===== src/rtl/connect_pkg.sv =====
// Shared types and encodings for the Connect Four turn controller.
package connect_pkg;

  typedef enum logic [3:0] {
    ST_IDLE     = 4'd0,
    ST_GO_REL   = 4'd1,
    ST_BOARD    = 4'd2,
    ST_TURN     = 4'd3,
    ST_KEY_REL  = 4'd4,
    ST_AI_WAIT  = 4'd5,
    ST_LOAD     = 4'd6,
    ST_PIECE    = 4'd7,
    ST_CHECK    = 4'd8,
    ST_OVER     = 4'd9,
    ST_OVER_REL = 4'd10,
    ST_MSG      = 4'd11
  } state_t;

  localparam logic [1:0] DRAW_NONE  = 2'b00;
  localparam logic [1:0] DRAW_BOARD = 2'b01;
  localparam logic [1:0] DRAW_PIECE = 2'b10;
  localparam logic [1:0] DRAW_MSG   = 2'b11;

  localparam logic [1:0] RES_PLAY = 2'b00;
  localparam logic [1:0] RES_RED  = 2'b01;
  localparam logic [1:0] RES_BLUE = 2'b10;
  localparam logic [1:0] RES_DRAW = 2'b11;

  localparam logic PLAYER_RED  = 1'b0;
  localparam logic PLAYER_BLUE = 1'b1;

  // Draw-engine request implied by being in a given state.
  function automatic logic [1:0] draw_code(input state_t s);
    case (s)
      ST_BOARD: draw_code = DRAW_BOARD;
      ST_PIECE: draw_code = DRAW_PIECE;
      ST_MSG:   draw_code = DRAW_MSG;
      default:  draw_code = DRAW_NONE;
    endcase
  endfunction

endpackage


===== src/rtl/col_legal.sv =====
// A column choice is legal when exactly one bit is set and that column is not full.
module col_legal #(
  parameter int COLS = 7
) (
  input  logic [COLS-1:0] col_i,
  input  logic [COLS-1:0] full_i,
  output logic            legal_o
);

  localparam logic [COLS-1:0] ONE = COLS'(1);

  logic one_hot_s;

  assign one_hot_s = (col_i != '0) && ((col_i & (col_i - ONE)) == '0);
  assign legal_o   = one_hot_s && ((col_i & full_i) == '0);

endmodule


===== src/rtl/connect_turn_ctrl.sv =====
// Turn sequencer for a parametrised Connect Four board: start, column entry
// (keyboard or AI), piece load/draw, win check, draw-game detection, end message.
module connect_turn_ctrl
  import connect_pkg::*;
#(
  parameter  int COLS = 7,
  parameter  int ROWS = 6,
  localparam int MW   = $clog2(COLS*ROWS+1)
) (
  input  logic            clk,
  input  logic            resetn,
  input  logic            key_go,
  input  logic [COLS-1:0] key_col,
  input  logic            key_hold,
  input  logic [1:0]      ai_en,
  input  logic [COLS-1:0] ai_col,
  input  logic            ai_valid,
  input  logic [COLS-1:0] col_full,
  input  logic            draw_done,
  input  logic            chk_done,
  input  logic            chk_win,
  output logic [COLS-1:0] load_col,
  output logic            player,
  output logic [1:0]      draw_req,
  output logic            chk_req,
  output logic            ai_req,
  output logic [1:0]      result,
  output logic [MW-1:0]   moves
);

  localparam logic [MW-1:0] MAX_MOVES = MW'(COLS*ROWS);

  state_t          state_q, state_d;
  logic [COLS-1:0] col_q, col_d;
  logic            player_q, player_d;
  logic [1:0]      result_q, result_d;
  logic [MW-1:0]   moves_q, moves_d;
  logic [COLS-1:0] load_col_q, load_col_d;
  logic [1:0]      draw_req_q, draw_req_d;
  logic            chk_req_q, chk_req_d;
  logic            ai_req_q, ai_req_d;
  logic            key_legal_s, ai_legal_s;

  col_legal #(.COLS(COLS)) u_key_legal (
    .col_i   (key_col),
    .full_i  (col_full),
    .legal_o (key_legal_s)
  );

  col_legal #(.COLS(COLS)) u_ai_legal (
    .col_i   (ai_col),
    .full_i  (col_full),
    .legal_o (ai_legal_s)
  );

  // Next-state and next-output logic; outputs are derived from the next state.
  always_comb begin
    state_d  = state_q;
    col_d    = col_q;
    player_d = player_q;
    result_d = result_q;
    moves_d  = moves_q;
    ai_req_d = 1'b0;
    case (state_q)
      ST_IDLE:     if (key_go) state_d = ST_GO_REL; else state_d = ST_IDLE;
      ST_GO_REL: begin
        if (!key_go) begin
          state_d  = ST_BOARD;
          moves_d  = '0;
          result_d = RES_PLAY;
          player_d = PLAYER_RED;
        end else begin
          state_d = ST_GO_REL;
        end
      end
      ST_BOARD:    if (draw_done) state_d = ST_TURN; else state_d = ST_BOARD;
      ST_TURN: begin
        if (ai_en[player_q]) begin
          ai_req_d = 1'b1;
          state_d  = ST_AI_WAIT;
        end else if (key_hold && key_legal_s) begin
          col_d   = key_col;
          state_d = ST_KEY_REL;
        end else begin
          state_d = ST_TURN;
        end
      end
      ST_KEY_REL:  if (!key_hold) state_d = ST_LOAD; else state_d = ST_KEY_REL;
      // An illegal AI pick goes back through TURN so a fresh request is issued.
      ST_AI_WAIT: begin
        if (ai_valid && ai_legal_s) begin
          col_d   = ai_col;
          state_d = ST_LOAD;
        end else if (ai_valid) begin
          state_d = ST_TURN;
        end else begin
          state_d = ST_AI_WAIT;
        end
      end
      ST_LOAD: begin
        state_d = ST_PIECE;
        if (moves_q != MAX_MOVES) moves_d = moves_q + MW'(1); else moves_d = moves_q;
      end
      ST_PIECE:    if (draw_done) state_d = ST_CHECK; else state_d = ST_PIECE;
      // A win on the last free cell beats the draw verdict.
      ST_CHECK: begin
        if (chk_done && chk_win) begin
          result_d = (player_q == PLAYER_BLUE) ? RES_BLUE : RES_RED;
          state_d  = ST_OVER;
        end else if (chk_done && (moves_q == MAX_MOVES)) begin
          result_d = RES_DRAW;
          state_d  = ST_OVER;
        end else if (chk_done) begin
          player_d = ~player_q;
          state_d  = ST_TURN;
        end else begin
          state_d = ST_CHECK;
        end
      end
      ST_OVER:     if (key_go) state_d = ST_OVER_REL; else state_d = ST_OVER;
      ST_OVER_REL: if (!key_go) state_d = ST_MSG; else state_d = ST_OVER_REL;
      ST_MSG:      if (draw_done) state_d = ST_IDLE; else state_d = ST_MSG;
      default:     state_d = ST_IDLE;
    endcase

    load_col_d = (state_d == ST_LOAD) ? col_d : '0;
    draw_req_d = draw_code(state_d);
    chk_req_d  = (state_d == ST_CHECK) && (state_q != ST_CHECK);
  end

  // State and registered outputs, synchronous active-low reset.
  always_ff @(posedge clk) begin
    if (!resetn) begin
      state_q    <= ST_IDLE;
      col_q      <= '0;
      player_q   <= PLAYER_RED;
      result_q   <= RES_PLAY;
      moves_q    <= '0;
      load_col_q <= '0;
      draw_req_q <= DRAW_NONE;
      chk_req_q  <= 1'b0;
      ai_req_q   <= 1'b0;
    end else begin
      state_q    <= state_d;
      col_q      <= col_d;
      player_q   <= player_d;
      result_q   <= result_d;
      moves_q    <= moves_d;
      load_col_q <= load_col_d;
      draw_req_q <= draw_req_d;
      chk_req_q  <= chk_req_d;
      ai_req_q   <= ai_req_d;
    end
  end

  assign load_col = load_col_q;
  assign player   = player_q;
  assign draw_req = draw_req_q;
  assign chk_req  = chk_req_q;
  assign ai_req   = ai_req_q;
  assign result   = result_q;
  assign moves    = moves_q;

endmodule


===== config.mk =====
export PLATFORM = sky130hd
export DESIGN_NAME = connect_turn_ctrl
export DESIGN_NICKNAME = d
export VERILOG_FILES = /design/src/rtl/connect_pkg.sv /design/src/rtl/col_legal.sv /design/src/rtl/connect_turn_ctrl.sv
export SDC_FILE = /design/constraint.sdc
export NUM_CORES = 1
export LEC_CHECK = 0
export ABC_AREA = 1
export CAP_MARGIN = 20
export CORE_MARGIN = 2
export CORE_UTILIZATION = 53
export CTS_CLUSTER_DIAMETER = 200
export DETAILED_ROUTE_END_ITERATION = 10
export PLACE_DENSITY_LB_ADDON = 0.15
export SLEW_MARGIN = 0
export SYNTH_ARGS = -nofsm -noshare
export SYNTH_HDL_FRONTEND = slang
export SYNTH_HIERARCHICAL = 1
export SYNTH_SLANG_ARGS = --single-unit

===== constraint.sdc =====
create_clock -name clk -period 2.45 [get_ports clk]
set_input_delay 0.49 -clock clk [delete_from_list [all_inputs] [get_ports clk]]
set_output_delay 0.49 -clock clk [all_outputs]
set_load 0.01 [all_outputs]

Word level (Yosys, flattened, before mapping)
Cells that the tools add are included.

Bits in registers: 31.

$add $sub $neg: 3. Magnitude comparators: 1. Equal/unequal tests: 25. Multiplexer cells: 37. Bitwise operators: 5. Reductions and logical operators: 23.

Operator list (count): 4-bit one-hot mux with 12 select lines (1); 7-bit bitwise AND (4); 7-bit zero test (4); 4-bit by 3-bit equality test with 1-bit output, second input constant (6); 4-bit equality test, second input constant (6); 7-bit two-way mux (3); 4-bit two-way mux (5); 2-bit two-way mux (7); 7-bit one-hot mux with 2 select lines (1); 7-bit nonzero test (2); 7-bit by 1-bit subtractor with 7-bit output, second input constant (2); 4-bit by 2-bit equality test with 1-bit output, second input constant (3); 3-bit two-way mux (4); 6-bit two-way mux (2); 6-bit one-hot mux with 2 select lines (1); 1-bit two-way mux (10); 2-bit inequality test, second input constant (5); 1-bit logical AND (9); 6-bit by 1-bit adder with 6-bit output, second input constant (1); 6-bit equality test, second input constant (1); 6-bit inequality test, second input constant (1); 2-bit one-hot mux with 3 select lines (1); 3-bit AND reduction (2); 5-bit AND reduction (1); 10 further kinds (12).

Logic depth before layout (Yosys ltp)
Gate-level depths: netlist (run 1).

Depth in word-level cells: 11. Mapped depth: 17. Gate-level depth less buffers: 17.

By module
Netlist (run 1), hierarchy kept.

Modules (own cells, without submodules): connect_turn_ctrl (instances 1, cells an instance 258, area an instance 1756.7 µm²); col_legal (instances 2, cells an instance 38, area an instance 163.9 µm²).

Worst setup path before layout (run 1)
OpenSTA, ideal clock, no wires.

Kind: in2reg. Start: input port ai_col[0]. End: register load_col_q[1], in the netlist load_col[1]. Library setup time: 0.067 ns. Data arrival time: 1.738 ns. Data required time: 2.383 ns. Path slack: 0.646 ns. Cell stages on the path: 15. Buffers on the path: 0. Cells stage by stage: nor2_2 nand2_2 nand2_1 nand2_1 nor2_2 nand2_1 nor2_2 nand2_1 nand3_1 nand2_1 nor2_1 nand2_1 nor2_2 nand3_4 a21oi_2.

Word-level cells in the longest chain between the ends: 10. Elaborated cells between the ends (all ways): 15. Those cells by class: 1 x add/sub; 1 x eq/ne; 4 x mux; 2 x bitwise; 7 x reduce/logical.

RTL lines: from (decl) (line connect_turn_ctrl.sv:16) `input logic [COLS-1:0] ai_col,`; 7-bit by 1-bit subtractor with 7-bit output (line col_legal.sv:14) `assign one_hot_s = (col_i != '0) && ((col_i & (col_i - ONE)) == '0);`; 7-bit bitwise AND (line col_legal.sv:14); 7-bit zero test (line col_legal.sv:14); 1-bit logical AND (line col_legal.sv:14); 1-bit logical AND (*) (line col_legal.sv:15) `assign legal_o = one_hot_s && ((col_i & full_i) == '0);`; named net ai_legal_s (line connect_turn_ctrl.sv:42) `logic key_legal_s, ai_legal_s;`; 1-bit logical AND (*) (line connect_turn_ctrl.sv:91) `if (ai_valid && ai_legal_s) begin`; 3-bit two-way mux (line connect_turn_ctrl.sv:91); 4-bit one-hot mux with 12 select lines (line connect_turn_ctrl.sv:64) `case (state_q)`; 4-bit by 3-bit equality test with 1-bit output (line connect_turn_ctrl.sv:126) `load_col_d = (state_d == ST_LOAD) ? col_d : '0;`; 2-bit AND reduction (no line); to (signal assigned) (line connect_turn_ctrl.sv:149) `load_col_q <= load_col_d;`; to (decl) (line connect_turn_ctrl.sv:38) `logic [COLS-1:0] load_col_q, load_col_d;`.

The timed path passes the listed nets; every way through them passes the cells marked *. A chain may end at the register's enable or synchronous reset.

Worst setup path after layout (run 1)
Start: input port ai_col[1]. End: register load_col_q[1], in the netlist load_col[1].

Same word-level chain as after synthesis.

==> impl_metrics.csv, run 1 <==
group,metric,value,unit
status,outcome,"finished, final reports clean",
yosys,synth_warnings,6,
detailed_routing,dr.max_layer_used,"met4",
setup_path,slowest_stage,"clkdlybuf4s50_1",
grt,first_global_vias,2065,
clock_network,clk_pin_slew,0.07,ns
setup_path,cpMostUsedCell,"nand2_1",
detailed_routing,via_per_inst,4.944,
floorplanning,fp.dieArea,4451,sq um
floorplanning,initial_core_util,56.09,%
sta,fin_crit_sh,91.96,%
finish,diodes,0,
setup_path,crit_chain,"clkdlybuf4s50_1, nor2_2, nand2_2, nand2_1, nand2_1, nor2_2, nand2_1, nor2_2, nand2_1, nand3_1, nand2_1, nor2_1, nand2_1, nor2_2, nand3_4, a21oi_2",
pwr,p_per_area,409.1,nW/um^2
placed_design,dp_worst_setup_slack,-0.1342,ns
job,drv_cap,0,
setup_path,ff2ff_path_depth,6,
detailed_routing,met3_length,263,microns
sta,setup_slack,0.1970,ns
floorplanning,rows,22,
detailed_routing,wl_met1,2.118,mm
finish,nNetsFinal,427,
setup_path,slowest_delay,0.49,ns
floorplanning,die_w,66.72,microns
yosys,synth-main-ff-cell,"dfxtp_1",
clock_network,postCtsHoldBufs,0,
sta,tns,0,ns
finish,fin_area,2776,sq um
detailed_routing,drcViolationCount,0,
grt,grt_max_degree,12,
sta,slew_viol_final,0,
pwr,seqPwrFrac,46.0,%
clock_network,clock_latency,0.29,ns
grt,antenna_found_initial,0,
setup_path,cp.arrival,2.48,ns
clock_network,cts_tree,"yes",
pwr,leakagePower,0.001340,uW
detailed_routing,wl,5.080,mm
setup_path,critPathBufInv,1,
placed_design,dpl.hpwl,4.012,mm
clock_network,cts_max_level,2,
setup_path,cp_top_family,"simple AND/OR/NAND/NOR gates",
pwr,vdd.ir_drop.worst,284.0,uV
setup_path,crit_fanout,7,
sta,period_needed,2.253,ns
setup_path,cp-startpoint,"ai_col[1]",
grt,grt_pass1_wl,8.687,mm
clock_network,cts-buffers-inserted,5,
clock_network,cts_resized,0,
grt,grt_usage,25.83,%
pwr,power,1136,uW
clock_network,clk_path_buf_depth,2,
finish,synthToLayoutAreaGrowth,33.19,%
sta,slew_headroom,75.60,%
finish,fillers,324,
detailed_routing,drt_first_pass_iters,5,
detailed_routing,routedWlPerCell,11.47,microns
yosys,synth_top_cell_area_share,29.77,%
sta,clock_skew,0.004695,ns
detailed_routing,drtIter0Drc,138,
yosys,synth_area_leaders,"dfxtp_1, nand2_1, inv_1",
pwr,combPwrFrac,18.3,%
setup_path,reg2reg_slack,0.82,ns
setup_path,setup.worst_path.end,"load_col[1]",
placed_design,place_congestion,0.9217,
yosys,synth.most_common_cell,"nand2_1",
clock_network,cts_setup_buffers,0,
floorplanning,core,3716,sq um
sta,max_freq,443.9,MHz
sta,finalSetupViolations,0,
setup_path,cp_num_cells,16,
yosys,synth.cell_area,2084,sq um
setup_path,worstSetupPathType,"in -> reg",
yosys,synthTopCellsByCount,"nand2_1, inv_1, dfxtp_1",
floorplanning,io_pins,51,
floorplanning,die_h,66.72,microns
grt,grt.overflow.total,0,
pwr,p_clk_share,35.7,%
setup_path,r2r_start,"state_q[0]",
yosys,syn-num-nets,367,
setup_path,critPathCaptureType,"register",
yosys,synth_seq_cells,31,
setup_path,rr_endpoint,"col_q[6]",
setup_path,cp.required,2.68,ns
worst_hold_path,hold_path.class,"reg -> reg",
yosys,netlist_instances,334,
clock_network,cts_sinks,31,
yosys,synth_top_area_cell,"dfxtp_1",
setup_path,start_kind,"input port",
yosys,synth-edff-count,0,
yosys,async_reset_ff_share,0,%
finish,final_layout_size_suffix_gt1_share,16.46,%
placed_design,portBuffers,50,
pwr,power.internal,802.8,uW
sta,worstMarginPinSlew,0.3622,ns
yosys,synth_cell_types,30,
pwr,netSwitchingFraction,29.32,%
sta,hold_violations,0,
clock_network,cts_root_buf,"clkbuf_8",
detailed_routing,wl_met2,2.575,mm
yosys,ys_seq_area_share,29.77,%
pwr,switchingPower,333.0,uW
detailed_routing,via_count,2190,
yosys,synth.avg_cell_area,6.241,sq um
detailed_routing,ant_nets,0,
placed_design,dpl_cell_area,2675,sq um
-- worst min path at each step --
stage / from / to / slack [ns] / depth (start not counted)
floorplan: col_q[1] / load_col[1] / 0.46 / 2
global placement: result[0] / result[0] / 0.45 / 2
detailed placement: result[1] / result[1] / 0.45 / 2
CTS: result[1] / result[1] / 0.46 / 2
global route: result[1] / result[1] / 0.49 / 2
finish: result[1] / result[1] / 0.45 / 2
-- kinds of logic (layout without fill, tap and decap cells) --
logic type	count (synthesis)	in the layout	share of synthesized area (%)
AND/OR/NAND/NOR	187	187	44.00
XOR/XNOR	2	2	0.8405
buffers and inverters	69	130	12.49
adder cells (fa/ha/maj)	2	2	1.200
flip-flops	31	31	29.77
AO/OA/AOI/OAI	43	43	11.70
-- worst reg2reg max path, cell delays in order, from the launching register on --
cell     delay [ns]
dfxtp_1        0.50
nand2_2        0.16
nor2_4         0.13
nand3_1        0.18
o21ai_0        0.37
o21ai_0        0.17
inv_1          0.07
-- cell type report --
cell class	instances	area, sq um	share of cell area, %
multi-input combinational	234	1209	43.53
sequential	31	620.6	22.35
timing repair buffer	55	545.5	19.65
inverter	67	252.7	9.103
clock buffer	5	68.82	2.479
tap	48	60.06	2.163
clock inverter	3	20.02	0.7210
-- cells in the final DEF (no fill, tap or decap), drive strengths merged --
master / count
clkdlybuf4s50: 47
or2: 1
o21ai: 23
nand4: 2
a31o: 1
dlymetal6s2s: 3
nand2: 95
dfxtp: 31
o211ai: 1
clkinv: 3
clkinvlp: 2
clkbuf: 5
ha: 2
a211oi: 2
nand3: 25
buf: 5
a31oi: 2
nor2: 57
nor3: 4
nand3b: 3
xor2: 2
inv: 65
a21oi: 14
-- stage by stage --
step,cells,hold slack (ns),util (%)
floorplan,334,0.4552,-
global placement,435,0.4461,71.99
detailed placement,435,0.4525,71.99
CTS,443,0.4623,74.38
global route,443,0.4878,74.71
finish,443,0.4522,74.71
-- per-layer routing --
| metal | GRT usage, % | vias up |
|---|---|---|
| li1 | - | 1149 |
| met1 | 27.54 | 959 |
| met2 | 48.00 | 68 |
| met3 | 5.743 | 14 |
| met5 | 0 | - |
| met4 | 11.48 | 0 |
-- state kept, by name, summed over array words and instances, names as in the netlist --
| name | cells |
|---|---|
| draw_req | 2 |
| ai_req | 1 |
| result | 2 |
| player | 1 |
| moves | 6 |
| chk_req | 1 |
| state_q | 4 |
| col_q | 7 |
| load_col | 7 |
-- power by group through the flow --
stage / clock network, uW / registers, uW / logic, uW
2_1_floorplan: 0 / 535 / 107
3_3_place_gp: 0 / 533 / 203
3_5_place_dp: 0 / 534 / 205
4_1_cts: 415 / 523 / 206
5_1_grt: 437 / 524 / 230
6_report: 405 / 523 / 208
Power figures use the tool's default switching activity.
==> inputs of run 2 (changes only) <==
Settings changed: GPL_ROUTABILITY_DRIVEN from default to 0.
==> results of run 2 <==
The final DEF is identical to that of run 1; final timing and power are the same.
==> inputs of run 3 (changes only) <==
Settings changed: CORE_MARGIN 2 to 5.
Clock period 2.45 ns to 2.85 ns, I/O delays scaled along.
==> run 3 against run 2 <==
Combinational power decreased by 16%; clock power is 14% lower; critical path depth is the same; hold slack got worse by 0.0010 ns; setup slack better by 0.28 ns; sequential power fell by 14%; first-iteration DRC count rose by 5.1%; count of clock-buffer cells in the layout rose by 1; wire length rose by 1.2%; largest cell class unchanged; largest power group unchanged.
==> impl_metrics.csv, run 3 (same netlist as run 1, synthesis figures left out) <==
group,metric,value,unit
status,outcome,"finished, final reports clean",
clock_network,cts_max_level,2,
pwr,vdd.ir_drop.worst,307.1,uV
finish,final_cell_mix,"nand2_1, inv_1, clkdlybuf4s50_1",
floorplanning,initial_core_util,55.68,%
pwr,power.internal,707.6,uW
setup_path,worstSetupPathType,"in -> reg",
pwr,netSwitchingFraction,27.27,%
placed_design,dpl.hpwl,4.115,mm
detailed_routing,wl_met1,2.109,mm
worst_hold_path,hold_path.class,"reg -> reg",
finish,instances_no_fill,438,
detailed_routing,met3_length,286,microns
sta,slew_headroom,69.24,%
grt,grt_max_degree,14,
grt,antenna_found_initial,0,
clock_network,cts-buffers-inserted,5,
pwr,seqPwrFrac,46.2,%
detailed_routing,routedWlPerCell,11.74,microns
pwr,combPwrFrac,17.9,%
finish,synthToLayoutAreaGrowth,31.09,%
sta,fin_crit_sh,83.30,%
pwr,leakagePower,0.001303,uW
job,drv_cap,0,
finish,final_layout_size_suffix_gt1_share,15.13,%
setup_path,cp.arrival,2.60,ns
setup_path,start_kind,"input port",
detailed_routing,via_count,2153,
sta,max_freq,421.2,MHz
floorplanning,die_w,72.72,microns
sta,period_needed,2.374,ns
detailed_routing,via_per_inst,4.916,
detailed_routing,drcViolationCount,0,
detailed_routing,dr.max_layer_used,"met4",
sta,slew_viol_final,0,
sta,tns,0,ns
setup_path,crit_chain,"clkdlybuf4s50_1, nor2_2, nand2_2, nand2_1, nand2_1, nor2_2, nand2_1, nor2_2, nand2_1, nand3_1, nand2_1, nor2_1, nand2_1, nor2_2, nand3_4, a21oi_2",
detailed_routing,wl_met2,2.638,mm
setup_path,slowest_stage,"clkdlybuf4s50_1",
setup_path,slowest_delay,0.49,ns
detailed_routing,wl,5.140,mm
setup_path,critPathCaptureType,"register",
pwr,switchingPower,265.3,uW
setup_path,crit_fanout,7,
sta,worstMarginPinSlew,0.4609,ns
finish,final_common_cell,"nand2_1",
detailed_routing,drt_first_pass_iters,4,
clock_network,postCtsHoldBufs,0,
clock_network,cts_resized,0,
setup_path,critPathBufInv,1,
placed_design,portBuffers,50,
detailed_routing,ant_nets,0,
clock_network,clk_pin_slew,0.07,ns
sta,rsz0062_at_grt,"false",
floorplanning,core,3744,sq um
clock_network,cts_tree,"yes",
grt,grt.overflow.total,0,
floorplanning,die_h,72.72,microns
floorplanning,io_pins,51,
finish,fillers,354,
floorplanning,rows,22,
setup_path,cp.required,3.08,ns
clock_network,clock_latency,0.29,ns
pwr,p_clk_share,35.9,%
finish,nNetsFinal,423,
sta,hold_violations,0,
clock_network,cts_setup_buffers,0,
floorplanning,fp.dieArea,5287,sq um
finish,diodes,0,
setup_path,cp_top_family,"simple AND/OR/NAND/NOR gates",
pwr,p_per_area,356.0,nW/um^2
pwr,power,972.9,uW
setup_path,cpMostUsedCell,"nand2_1",
grt,first_global_vias,1985,
clock_network,cts_sinks,31,
clock_network,clk_path_buf_depth,2,
grt,grt_usage,19.78,%
sta,finalSetupViolations,0,
grt,grt_pass1_wl,8.169,mm
sta,clock_skew,0.007092,ns
placed_design,place_inst,431,
clock_network,cts_root_buf,"clkbuf_8",
detailed_routing,drtIter0Drc,145,
[run 3: cell count changes in the layout (fill, tap and decap cells not counted)]
cell / delta
clkinvlp_4: -2
o21ai_1: -1
dlymetal6s2s_1: -3
inv_1: +1
nor2_2: +1
o21ai_0: +1
clkbuf_8: +1
inv_2: -1
buf_4: -4
nor2_4: -1
clkdlybuf4s50_1: +3
[run 3: power groups by stage]
stage                     Combinational [uW]  Sequential, uW  Clock, uW
after floorplan                         91.7             460          0
after global placement                   171             459          0
final                                    174             449        349
after CTS                                174             449        352
after detailed placement                 173             459          0
after global routing                     192             450        375
[run 3: tightest hold or removal path, stage by stage, from the launching register on]
cell,delay [ns]
dfxtp_1,0.31
inv_1,0.05
a21oi_1,0.05
[run 3: final timing paths]
kind                            startpoint          end  slack [ns]  depth (start not counted)
worst max register to register    moves[0]  draw_req[0]        1.17                         11
worst max-delay path             ai_col[0]  load_col[1]        0.48                         16
worst min-delay path             result[0]    result[0]        0.45                          2
worst min register to register   result[0]    result[0]        0.45                          2
[run 3: stage by stage]
step | hold WS [ns] | instance area, sq um | setup slack [ns] | utilization, %
after floorplan | 0.4552 | 2085 | 0.9656 | -
after global placement | 0.4403 | 2645 | 0.1848 | 70.66
after detailed placement | 0.4454 | 2645 | 0.1696 | 70.66
after CTS | 0.4539 | 2733 | 0.4734 | 72.99
after global routing | 0.4853 | 2733 | 0.2600 | 72.99
final | 0.4512 | 2733 | 0.4759 | 72.99
[run 3: cell type report]
cell class,instances,area [sq um],share of cell area [%]
Clock buffer,6,82.58,3.022
Multi-Input combinational cell,234,1204,44.05
Timing Repair Buffer,51,508.0,18.59
Sequential cell,31,620.6,22.71
Clock inverter,1,5.005,0.1832
Inverter,67,252.7,9.249
Tap cell,48,60.06,2.198
[run 3: per-layer routing]
metal | GRT usage (%) | vias to the layer above
li1 | - | 1143
met5 | 0 | -
met2 | 35.97 | 53
met4 | 7.787 | 0
met1 | 21.04 | 946
met3 | 6.198 | 11
